$ cat config.mk
export PLATFORM = sky130hd
export DESIGN_NAME = cla_seq_adder_ctrl_flat
export DESIGN_NICKNAME = d
export VERILOG_FILES = /design/src/rtl/cla_seq_adder_ctrl_pkg.sv /design/src/rtl/cla_seq_adder_ctrl_if.sv /design/src/rtl/cla_seq_adder_ctrl_cla4.sv /design/src/rtl/cla_seq_adder_ctrl.sv /design/src/flat_wrapper.sv
export SDC_FILE = /design/constraint.sdc
export NUM_CORES = 1
export LEC_CHECK = 0
export ABC_AREA = 0
export BUFFER_PORTS_ARGS = -buffer_cell sky130_fd_sc_hd__buf_2
export CAP_MARGIN = 20
export CORE_ASPECT_RATIO = 1.5
export CORE_MARGIN = 2
export CORE_UTILIZATION = 40
export CTS_CLUSTER_DIAMETER = 100
export DETAILED_ROUTE_END_ITERATION = 7
export PLACE_DENSITY = 0.66
export SLEW_MARGIN = 20
export SYNTH_ARGS = -nofsm -noshare
export SYNTH_HDL_FRONTEND = slang
export SYNTH_SLANG_ARGS = --single-unit
$ cat constraint.sdc
create_clock -name clk -period 3.14 [get_ports clk]
set_clock_uncertainty 0.1 [all_clocks]
set_input_delay 0.314 -clock clk [delete_from_list [all_inputs] [get_ports clk]]
set_output_delay 0.314 -clock clk [all_outputs]
set_load 0.05 [all_outputs]
$ cat src/rtl/cla_seq_adder_ctrl_pkg.sv
// ============================================================================
// Module   : cla_seq_adder_ctrl_pkg
// Brief    : Shared state encoding and nibble constants for the sequential
//            CLA add/subtract controller.
// Revision : 1.0  initial release
// ============================================================================
`default_nettype none

package cla_seq_adder_ctrl_pkg;

  localparam int NIBBLE_W = 4;

  typedef enum logic [1:0] {
    ST_IDLE = 2'd0,
    ST_RUN  = 2'd1,
    ST_DONE = 2'd2
  } state_t;

  function automatic int nib_count(input int width);
    return width / NIBBLE_W;
  endfunction

endpackage

`default_nettype wire

$ cat src/rtl/cla_seq_adder_ctrl_if.sv
// ============================================================================
// Module   : cla_seq_adder_ctrl_if
// Brief    : Request/result bundle of the sequential CLA add/subtract unit.
// Revision : 1.0  initial release
// ============================================================================
`default_nettype none

interface cla_seq_adder_ctrl_if #(
  parameter int WIDTH = 16
);
  logic             start;
  logic             sub;
  logic             cin;
  logic [WIDTH-1:0] a;
  logic [WIDTH-1:0] b;
  logic             ready;
  logic             busy;
  logic             done;
  logic [WIDTH-1:0] sum;
  logic             cout;
  logic             overflow;

  modport master (
    output start, sub, cin, a, b,
    input  ready, busy, done, sum, cout, overflow
  );

  modport slave (
    input  start, sub, cin, a, b,
    output ready, busy, done, sum, cout, overflow
  );
endinterface

`default_nettype wire

$ cat src/rtl/cla_seq_adder_ctrl_cla4.sv
// ============================================================================
// Module   : cla4bit
// Brief    : 4-bit carry-lookahead adder exposing per-bit carry-ins.
// Revision : 1.0  initial release
// ============================================================================
`default_nettype none

module cla4bit (
  input  wire logic [3:0] a,
  input  wire logic [3:0] b,
  input  wire logic       cin,
  output logic      [3:0] s,
  output logic      [3:0] c,
  output logic            cout
);
  logic [3:0] g;
  logic [3:0] p;

  assign g = a & b;
  assign p = a ^ b;

  // c[i] is the carry into bit i, so c[3] feeds the nibble MSB.
  assign c[0] = cin;
  assign c[1] = g[0] | (p[0] & cin);
  assign c[2] = g[1] | (p[1] & g[0]) | (p[1] & p[0] & cin);
  assign c[3] = g[2] | (p[2] & g[1]) | (p[2] & p[1] & g[0])
              | (p[2] & p[1] & p[0] & cin);
  assign cout = g[3] | (p[3] & g[2]) | (p[3] & p[2] & g[1])
              | (p[3] & p[2] & p[1] & g[0]) | (p[3] & p[2] & p[1] & p[0] & cin);

  assign s = p ^ c;
endmodule

`default_nettype wire

$ cat src/rtl/cla_seq_adder_ctrl.sv
// ============================================================================
// Module   : cla_seq_adder_ctrl
// Brief    : WIDTH-bit add/subtract computed one nibble per cycle, LSB first,
//            on a single shared 4-bit CLA with a registered carry chain.
// Revision : 1.0  initial release
// ============================================================================
`default_nettype none

module cla_seq_adder_ctrl
  import cla_seq_adder_ctrl_pkg::*;
#(
  parameter int WIDTH = 16
) (
  input  wire logic            clk,
  input  wire logic            rst,
  cla_seq_adder_ctrl_if.slave  bus
);
  localparam int NIB   = nib_count(WIDTH);
  localparam int IDX_W = (NIB > 1) ? $clog2(NIB) : 1;
  localparam logic [IDX_W-1:0] IDX_LAST = IDX_W'(NIB - 1);

  state_t           state_q, state_d;
  logic [IDX_W-1:0] idx_q, idx_d;
  logic [WIDTH-1:0] a_q, a_d, b_q, b_d, sum_q, sum_d;
  logic             carry_q, carry_d, cout_q, cout_d, ovf_q, ovf_d;

  logic [3:0] nib_a, nib_b, cla_s, cla_c;
  logic       cla_cout;
  logic       unused_low_carries;

  assign nib_a = a_q[NIBBLE_W*idx_q +: NIBBLE_W];
  assign nib_b = b_q[NIBBLE_W*idx_q +: NIBBLE_W];
  assign unused_low_carries = ^cla_c[2:0];

  cla4bit u_cla (
    .a    (nib_a),
    .b    (nib_b),
    .cin  (carry_q),
    .s    (cla_s),
    .c    (cla_c),
    .cout (cla_cout)
  );

  always_comb begin
    state_d = state_q;
    idx_d   = idx_q;
    a_d     = a_q;
    b_d     = b_q;
    sum_d   = sum_q;
    carry_d = carry_q;
    cout_d  = cout_q;
    ovf_d   = ovf_q;
    case (state_q)
      ST_IDLE: begin
        if (bus.start) begin
          // Subtraction is a + ~b + 1, so the invert and forced carry happen here.
          a_d     = bus.a;
          b_d     = bus.sub ? ~bus.b : bus.b;
          carry_d = bus.sub ? 1'b1 : bus.cin;
          idx_d   = '0;
          state_d = ST_RUN;
        end
      end
      ST_RUN: begin
        sum_d[NIBBLE_W*idx_q +: NIBBLE_W] = cla_s;
        carry_d = cla_cout;
        if (idx_q == IDX_LAST) begin
          cout_d  = cla_cout;
          ovf_d   = cla_c[3] ^ cla_cout;
          idx_d   = '0;
          state_d = ST_DONE;
        end else begin
          idx_d = idx_q + IDX_W'(1);
        end
      end
      ST_DONE: state_d = ST_IDLE;
      default: state_d = ST_IDLE;
    endcase
  end

  always_ff @(posedge clk or posedge rst) begin
    if (rst) begin
      state_q <= ST_IDLE;
      idx_q   <= '0;
      a_q     <= '0;
      b_q     <= '0;
      sum_q   <= '0;
      carry_q <= 1'b0;
      cout_q  <= 1'b0;
      ovf_q   <= 1'b0;
    end else begin
      state_q <= state_d;
      idx_q   <= idx_d;
      a_q     <= a_d;
      b_q     <= b_d;
      sum_q   <= sum_d;
      carry_q <= carry_d;
      cout_q  <= cout_d;
      ovf_q   <= ovf_d;
    end
  end

  assign bus.ready    = (state_q == ST_IDLE);
  assign bus.busy     = (state_q == ST_RUN);
  assign bus.done     = (state_q == ST_DONE);
  assign bus.sum      = sum_q;
  assign bus.cout     = cout_q;
  assign bus.overflow = ovf_q;
endmodule

`default_nettype wire

$ cat src/flat_wrapper.sv
// flat-port wrapper written by rule: the top's interface ports become plain ports
module cla_seq_adder_ctrl_flat import cla_seq_adder_ctrl_pkg::*;
#(
  parameter int WIDTH = 16
)
  (clk, rst, bus_start, bus_sub, bus_cin, bus_a, bus_b, bus_ready, bus_busy, bus_done, bus_sum, bus_cout, bus_overflow);
  cla_seq_adder_ctrl_if #(.WIDTH(WIDTH)) bus_i ();
  input  wire logic clk;
  input  wire logic rst;
  input wire logic [$bits(bus_i.start)-1:0] bus_start;
  input wire logic [$bits(bus_i.sub)-1:0] bus_sub;
  input wire logic [$bits(bus_i.cin)-1:0] bus_cin;
  input wire logic [$bits(bus_i.a)-1:0] bus_a;
  input wire logic [$bits(bus_i.b)-1:0] bus_b;
  output wire logic [$bits(bus_i.ready)-1:0] bus_ready;
  output wire logic [$bits(bus_i.busy)-1:0] bus_busy;
  output wire logic [$bits(bus_i.done)-1:0] bus_done;
  output wire logic [$bits(bus_i.sum)-1:0] bus_sum;
  output wire logic [$bits(bus_i.cout)-1:0] bus_cout;
  output wire logic [$bits(bus_i.overflow)-1:0] bus_overflow;
  assign bus_i.start = bus_start;
  assign bus_i.sub = bus_sub;
  assign bus_i.cin = bus_cin;
  assign bus_i.a = bus_a;
  assign bus_i.b = bus_b;
  assign bus_ready = bus_i.ready;
  assign bus_busy = bus_i.busy;
  assign bus_done = bus_i.done;
  assign bus_sum = bus_i.sum;
  assign bus_cout = bus_i.cout;
  assign bus_overflow = bus_i.overflow;
  cla_seq_adder_ctrl #(.WIDTH(WIDTH)) u_core (.clk(clk), .rst(rst), .bus(bus_i));
endmodule
After elaboration in Yosys (flattened, before gate mapping)
Index checks and enable logic that the tools add are counted.

Flip-flop bits (word level): 55. Input port bits: 37. Output and inout bits: 21. Logic and storage cells: 67.

Add/sub/neg operators: 2. Eq/ne operators: 5. Shift operators: 4. Muxes and demuxes: 11. Bitwise gates (word level): 31. Reductions and logical operators: 6.

Operator list (count): 4-bit negator with 34-bit output (1); 4-bit by 34-bit variable shift with 16-bit output, first input constant (1); 4-bit by 34-bit indexed part select with 16-bit output (1); 16-bit by 5-bit indexed part select with 4-bit output (2); 1-bit bitwise AND (16); 16-bit bitwise mux (1); 16-bit 2-to-1 mux (1); 16-bit NOT (1); 1-bit bitwise OR (10); 2-bit 2-to-1 mux (4); 2-bit case mux with 2 select lines (2); 2-bit AND reduction (4); 4-bit XOR (2); 4-bit bitwise AND (1); 2-bit equality test, second input constant (2); 2-bit by 1-bit adder with 2-bit output, second input constant (1); 2-bit by 1-bit equality test with 1-bit output, second input constant (1); 2-bit zero test (1); 1-bit 2-to-1 mux (2); 2-bit by 1-bit != test with 1-bit output, second input constant (1); 2-bit != test, second input constant (1); 1-bit case mux with 2 select lines (1); 2-bit nonzero test (1); 1-bit XOR (1).

Longest topological paths before layout
Gate-level depths: netlist (run 1).

Depth after elaboration: 9. Gate-level depth with buffers: 7. Depth with buffers taken out: 6.

By module
From an unflattened synthesis (run 1), not the netlist that was laid out.

Cell total of the unflattened synthesis: 244. Area, all modules: 2803.9 µm².

By module, submodules not included: cla_seq_adder_ctrl (instances 1, cells each 228, area each 2653.8 µm², seq. area each 1376.3 µm²); cla4bit (instances 1, cells each 16, area each 150.1 µm², seq. area each 0.0 µm²).

Worst setup path after synthesis (run 1)
Ideal clock, no wire load.

Path type: flip-flop to flip-flop. From: reg u_core.idx_q[0]. To: reg u_core.sum_q[11], in the netlist u_core.bus.sum[11]. Library setup time: 0.121 ns. Data arrival time: 2.381 ns. Slack: 0.538 ns. Stages on the path, launching flop included: 8. Clock period less this slack: 2.602 ns. Cells stage by stage: dfrtp_1 buf_2 mux4_2 ha_1 a211o_1 a21oi_2 xnor2_1 a22o_1.

Cells in the longest elaborated chain, start to end: 9. Elaborated cells between the ends (all ways): 24.

Ends and longest elaborated chain: start: declaration (line cla_seq_adder_ctrl.sv:23) `logic [IDX_W-1:0] idx_q, idx_d;`; start signal: assignment (line cla_seq_adder_ctrl.sv:93) `idx_q <= idx_d;`; 16-bit by 5-bit indexed part select with 4-bit output, on equally long branches (line cla_seq_adder_ctrl.sv:31, cla_seq_adder_ctrl.sv:32); 4-bit XOR / 4-bit bitwise AND (equally long branches) (line cla_seq_adder_ctrl_cla4.sv:20, cla_seq_adder_ctrl_cla4.sv:19); 1-bit bitwise AND, on equally long branches (line cla_seq_adder_ctrl_cla4.sv:26, cla_seq_adder_ctrl_cla4.sv:27); 1-bit bitwise OR (tied with other cells) (line cla_seq_adder_ctrl_cla4.sv:26) `assign c[3] = g[2] | (p[2] & g[1]) | (p[2] & p[1] & g[0])`; 1-bit bitwise OR / 1-bit bitwise AND (equally long branches) (line cla_seq_adder_ctrl_cla4.sv:26, cla_seq_adder_ctrl_cla4.sv:27); 1-bit bitwise OR (line cla_seq_adder_ctrl_cla4.sv:27) `| (p[2] & p[1] & p[0] & cin);`; 4-bit XOR (line cla_seq_adder_ctrl_cla4.sv:31) `assign s = p ^ c;`; 4-bit by 34-bit indexed part select with 16-bit output (line cla_seq_adder_ctrl.sv:65) `sum_d[NIBBLE_W*idx_q +: NIBBLE_W] = cla_s;`; 16-bit bitwise mux (*) (line cla_seq_adder_ctrl.sv:65); end signal: assignment (line cla_seq_adder_ctrl.sv:96) `sum_q <= sum_d;`; end: declaration (line cla_seq_adder_ctrl.sv:24) `logic [WIDTH-1:0] a_q, a_d, b_q, b_d, sum_q, sum_d;`.

Every way passes the cells marked *; elsewhere a longest branch is shown, timed or not. A chain may end at the register's enable or synchronous reset.

Final worst setup path (run 1)
Ends and elaborated chain as after synthesis.

==> results.md, run 1 <==
* GRT overflow at 0
* TritonCTS sink count at 55
* CTS clk-pin slew, worst paths at 100 ps
* Synth Warn # at 0
* Detailed Place HPWL at 3980 um
* Crit path capture type: flop
* Hold WS at 135 ps
* CP bufs+invs at 0
* Final Hold Violating Endpoints at 0
* Max Root-Sink Buffers at 2
* Peak VDD IR at 0.513 mV
* Final Cell Area at 3150 um^2
* Crit share post-route at 85.8%
* FF-to-FF setup slack at 450 ps
* FF+latch count, synth at 55
* Via Count at 1770
* Final total power at 3870 uW
* DRT antenna net count at 0
* CP max stage cell: dfrtp_1
* Initial antenna violation count at 0
* HP Start: bus_a[8]
* CP arrival at 2790 ps
* Num ports at 58
* Setup TNS at 0 ps
* Clk Latency, worst-skew pair at 310 ps
* Seq/Total Area, Yosys at 51.6%
* Post-DP Area at 3050 um^2
* Port bufs at 57
* Routed WL per cell at 14.8 um
* Final setup fails at 0
* Top cell type's share of synthesized area at 51.6%
* Hold-critical path depth at 2
* Startpoint Class: flop
* Slew HR at 52.2%
* Share of layout cells above drive strength 1 at 37.0%
* CP top delay family: compound AO/OA/AOI/OAI gates
* Max-cap violations at 0
* DIE HEIGHT at 104 um
* Power per cell area at 1230 nW/um^2
* CTS resizes at 0
* Final Max Slew Viols at 0
* Synth area leader: dfrtp_1
* Core area at 6490 um^2
* Crit Reg-Reg Endpoint: u_core.bus.sum[11]
* Layout net count at 321
* Worst hold endpoint: u_core.a_q[8]
* Row count at 36
* Die ar. at 7350 um^2
* FF-to-FF Start: u_core.idx_q[0]
* Placer congestion estimate at 0.755
* CTS tree: done
* Critical path required time at 3240 ps
* Initial Util at 41.1%
* Synth Instances at 212
* Global-route usage over all layers at 14.9%
* # fillers at 615
* Post-Layout Cell Count at 349
* R2R depth at 6
* P_leak at 0.00146 uW
* Final wirelength at 5170 um
* Area of the mapped netlist at 2670 um^2
* Peak Freq at 371 MHz
* Syn_nets at 261
* Clk Tree Root Cell: clkbuf_8
* Number of synthesized flops with an enable pin at 0
* Largest net degree at the start of global routing at 36
* First-pass GRT wire length at 8660 um
* Worst hold path type: in -> reg
* Post-CTS Setup Inserts at 0
* Final Critical Period at 2690 ps
* Crit Path Class: reg -> reg
* Critical Path Max Stage Delay at 650 ps
* Detailed Routing Iterations Pass 1 at 4
* # diodes at 0
* Dominant cells by area after synthesis: dfrtp_1 (52%), mux2_2 (6.8%), mux4_2 (6.8%)
* Drt via density at 5.07
* Ys flop type: dfrtp_1
* RSZ-0062 raised after global routing: false
* # DRC at 0
* Most instantiated cells after synthesis: dfrtp_1 (55), a21oi_1 (19), nor2_1 (19)
* Crit path max fanout at 9
* Vias in the first global route at 1769
* Placed Cells at 340
* Most frequent cell after synthesis: dfrtp_1
* Async SR Flop Fraction at 100%
* Slew @ Worst Pin at 715 ps
* Status: completed
* TritonCTS buffer count at 5
* Die W at 70.7 um
* Crit-path cells: mux4_2 -> ha_1 -> a211o_1 -> a21oi_2 -> xnor2_1 -> a22o_1
* Synth Area per Inst at 12.6 um^2
* CTS H-tree depth at 2
* Area grow syn2layout at 18.0%
* DRT iter0 DRCs at 71
* Library cells used by synthesis at 36
-- through the flow --
| stage | setup WS, ps | util (%) |
|---|---|---|
| 3_5_place_dp | 424 | 47.0 |
| 4_1_cts | 401 | 48.5 |
| 6_report | 446 | 48.5 |
| 5_1_grt | 301 | 48.5 |
| 3_3_place_gp | 512 | 46.7 |
| 2_1_floorplan | 538 | - |
-- cell type report --
| cell class | instances | area, um^2 | share of cell area, % |
|---|---|---|---|
| clock buffer | 6 | 72.6 | 2.31 |
| clock inverter | 2 | 12.5 | 0.398 |
| inverter | 7 | 31.3 | 0.994 |
| multi-input combinational | 141 | 1220 | 38.8 |
| sequential | 55 | 1380 | 43.7 |
| tap | 76 | 95.1 | 3.02 |
| timing repair buffer | 62 | 338 | 10.7 |
-- per-layer routing --
layer	vias to the layer above	share of wire, %	GRT usage [%]
li1	874	-	-
met1	852	42	18.6
met2	39	53	25.7
met3	5	3.3	2.71
met4	0	1.6	5.39
met5	-	0	0
-- layout by cell type, fill, tap and decap left out, types with 2 or more instances in the layout --
master / Yosys / final
buf_4: 0 / 3
o31ai_1: 2 / 2
nand2_1: 9 / 9
inv_1: 6 / 5
buf_2: 8 / 57
ha_1: 11 / 11
a22o_1: 16 / 16
xnor2_1: 18 / 18
mux2_2: 16 / 16
mux4_2: 8 / 8
or3_1: 2 / 2
dfrtp_1: 55 / 55
clkbuf_8: 0 / 5
a21oi_1: 19 / 19
nor2_1: 19 / 19
-- registers in the layout, summed over array words and instances (netlist names) --
| register | count |
|---|---|
| u_core.a_q | 16 |
| u_core.b_q | 16 |
| u_core.bus.cout | 1 |
| u_core.bus.overflow | 1 |
| u_core.bus.sum | 16 |
| u_core.carry_q | 1 |
| u_core.idx_q | 2 |
| u_core.state_q | 2 |
-- worst max path at each step --
stage	cells past startpoint	slack, ps	startpoint	endpoint
after global routing	6	300	u_core.idx_q[0]	u_core.bus.sum[3]
final	6	450	u_core.idx_q[0]	u_core.bus.sum[11]
after detailed placement	6	420	u_core.idx_q[0]	u_core.bus.sum[3]
after CTS	6	400	u_core.idx_q[0]	u_core.bus.sum[11]
after global placement	6	510	u_core.idx_q[0]	u_core.bus.sum[11]
after floorplan	7	540	u_core.idx_q[0]	u_core.bus.sum[11]
-- logic make-up after synthesis --
family / after synthesis / share of synthesized area, %
buffers and inverters: 16 / 2.81
XOR/XNOR: 19 / 6.24
flip-flops: 55 / 51.6
AO/OA/AOI/OAI: 46 / 12.0
AND/OR/NAND/NOR: 40 / 7.97
adder cells (fa/ha/maj): 12 / 5.91
multiplexers: 24 / 13.5
-- worst register-to-register path, delay by kind of cell (launching register included) --
kind                       cells  cell delay [ps]
AOI/OAI and AO/OA              3              730
DFF                            1              650
muxes                          1              620
adders and majority gates      1              320
xor gates and xnor gates       1              170
-- timing repair --
action / in CTS / in global routing
hold buffers: 1 / 0
setup endpoints to repair: 0 / 0
endpoints found under the hold margin: 20 / 0
-- report_power, final --
part	internal [uW]	switching, uW	total (uW)
clock network	157	227	383
registers	1030	225	1250
logic	896	1340	2240
total	2080	1790	3870
(Power assumes the default switching activity.)
==> run 2, diff against run 1 <==
==> constraint.sdc (replaced) <==
create_clock -name clk -period 2.94 [get_ports clk]
set_clock_uncertainty 0.1 [all_clocks]
set_input_delay 0.294 -clock clk [delete_from_list [all_inputs] [get_ports clk]]
set_output_delay 0.294 -clock clk [all_outputs]
set_load 0.05 [all_outputs]
==> results.md, run 2 (synthesized netlist as in run 1, its figures left out) <==
* FF-to-FF Start: u_core.idx_q[1]
* NetSw at 1920 uW
* DRT iter0 DRCs at 76
* Detailed Routing Iterations Pass 1 at 4
* Post-CTS Setup Inserts at 0
* Crit path capture type: flop
* Slew @ Worst Pin at 770 ps
* Power per cell area at 1360 nW/um^2
* Die ar. at 7350 um^2
* Internal Power at 2400 uW
* DIE HEIGHT at 104 um
* Final Critical Period at 2600 ps
* # fillers at 609
* Max-cap violations at 0
* Setup TNS at 0 ps
* Max Root-Sink Buffers at 2
* Final wirelength at 5070 um
* Slew HR at 48.6%
* Peak Freq at 385 MHz
* CTS resizes at 0
* Via Count at 1773
* Worst slack, placed at 304 ps
* Post-Layout Cell Count at 349
* Startpoint Class: flop
* Crit path max fanout at 9
* Clock power share at 13.5%
* Peak VDD IR at 0.572 mV
* Final core occ at 49.1%
* Flop pwr share at 31.1%
* Hold WS at 49.3 ps
* Global-route usage over all layers at 14.5%
* Port bufs at 57
* Largest net degree at the start of global routing at 56
* Share of layout cells above drive strength 1 at 37.7%
* Initial Util at 41.1%
* Commonest non-fill, non-tap cell in the layout: buf_2
* DRT antenna net count at 0
* Final Max Slew Viols at 0
* GRT overflow at 0
* CP arrival at 2710 ps
* Combinational share of power at 55.4%
* Vias in the first global route at 1808
* Final Hold Violating Endpoints at 0
* Drt via density at 5.08
* Status: completed
* Detailed Place HPWL at 3910 um
* TritonCTS sink count at 55
* # DRC at 0
* CTS clk-pin slew, worst paths at 100 ps
* Initial antenna violation count at 0
* Layout net count at 321
* Crit share post-route at 88.4%
* Worst hold path type: in -> async
* Switching portion of total power at 44.4%
* P_leak at 0.00148 uW
* # hold bufs at CTS at 0
* TritonCTS buffer count at 5
* Clk Latency, worst-skew pair at 310 ps
* Crit Path Class: reg -> reg
* Placed Cells at 341
* Worst Setup SP: u_core.idx_q[1]
* Final setup fails at 0
* Row count at 36
* Clk Tree Root Cell: clkbuf_8
* CTS H-tree depth at 2
* RSZ-0062 raised after global routing: false
* Placer congestion estimate at 0.745
* Area grow syn2layout at 19.3%
* First-pass GRT wire length at 8400 um
* Num ports at 58
* CTS tree: done
* Most frequent cells in the layout: buf_2 (57), dfrtp_1 (55), a21oi_1 (19), nor2_1 (19), xnor2_1 (18)
* Routed WL per cell at 14.5 um
* # diodes at 0
* Critical path required time at 3050 ps
* Die W at 70.7 um
* Core area at 6490 um^2
* Final WS setup at 341 ps
## run 2: power by group through the flow
stage	combinational, uW	clock, uW	sequential (uW)
2_1_floorplan	1600	0	1570
3_3_place_gp	2350	0	1350
3_5_place_dp	2410	0	1360
4_1_cts	2420	599	1350
5_1_grt	2610	632	1390
6_report	2390	584	1340
## run 2: per-layer routing
layer  share of wire, %  GRT usage [%]
met1                 41           17.5
met4                2.1           5.80
met3                4.3           3.59
met2                 52           24.5
met5                  0              0
## run 2: area by class of cell
class / count / area, um^2 / share of cell area [%]
multi-input combinational: 141 / 1220 / 38.4
sequential: 55 / 1380 / 43.2
inverter: 7 / 31.3 / 0.983
clock inverter: 3 / 67.6 / 2.12
tap: 76 / 95.1 / 2.99
clock buffer: 5 / 68.8 / 2.16
timing repair buffer: 62 / 323 / 10.1
## run 2: stage by stage
stage	cell area [um^2]	total power [uW]
5_1_grt	3180	4640
4_1_cts	3180	4370
3_3_place_gp	3050	3700
6_report	3180	4310
2_1_floorplan	2670	3170
3_5_place_dp	3050	3780
## run 2: final timing paths
kind | to | slack [ps] | cells after the start
setup / recovery | u_core.bus.sum[7] | 340 | 6
hold / removal | u_core.bus.sum[1] | 50 | 3
setup reg to reg | u_core.bus.sum[7] | 340 | 6
hold reg to reg | u_core.bus.cout | 390 | 2
max in group asynchronous | u_core.b_q[11] | 2250 | 3
min in group clk | u_core.a_q[8] | 110 | 2
## run 2: worst max-delay path, cell delays in order, from the launching register on
cell and delay [ps]:
dfrtp_1 560, mux4_2 610, ha_1 340, a211o_1 310
a21oi_2 200, xnor2_1 150, a22o_1 220
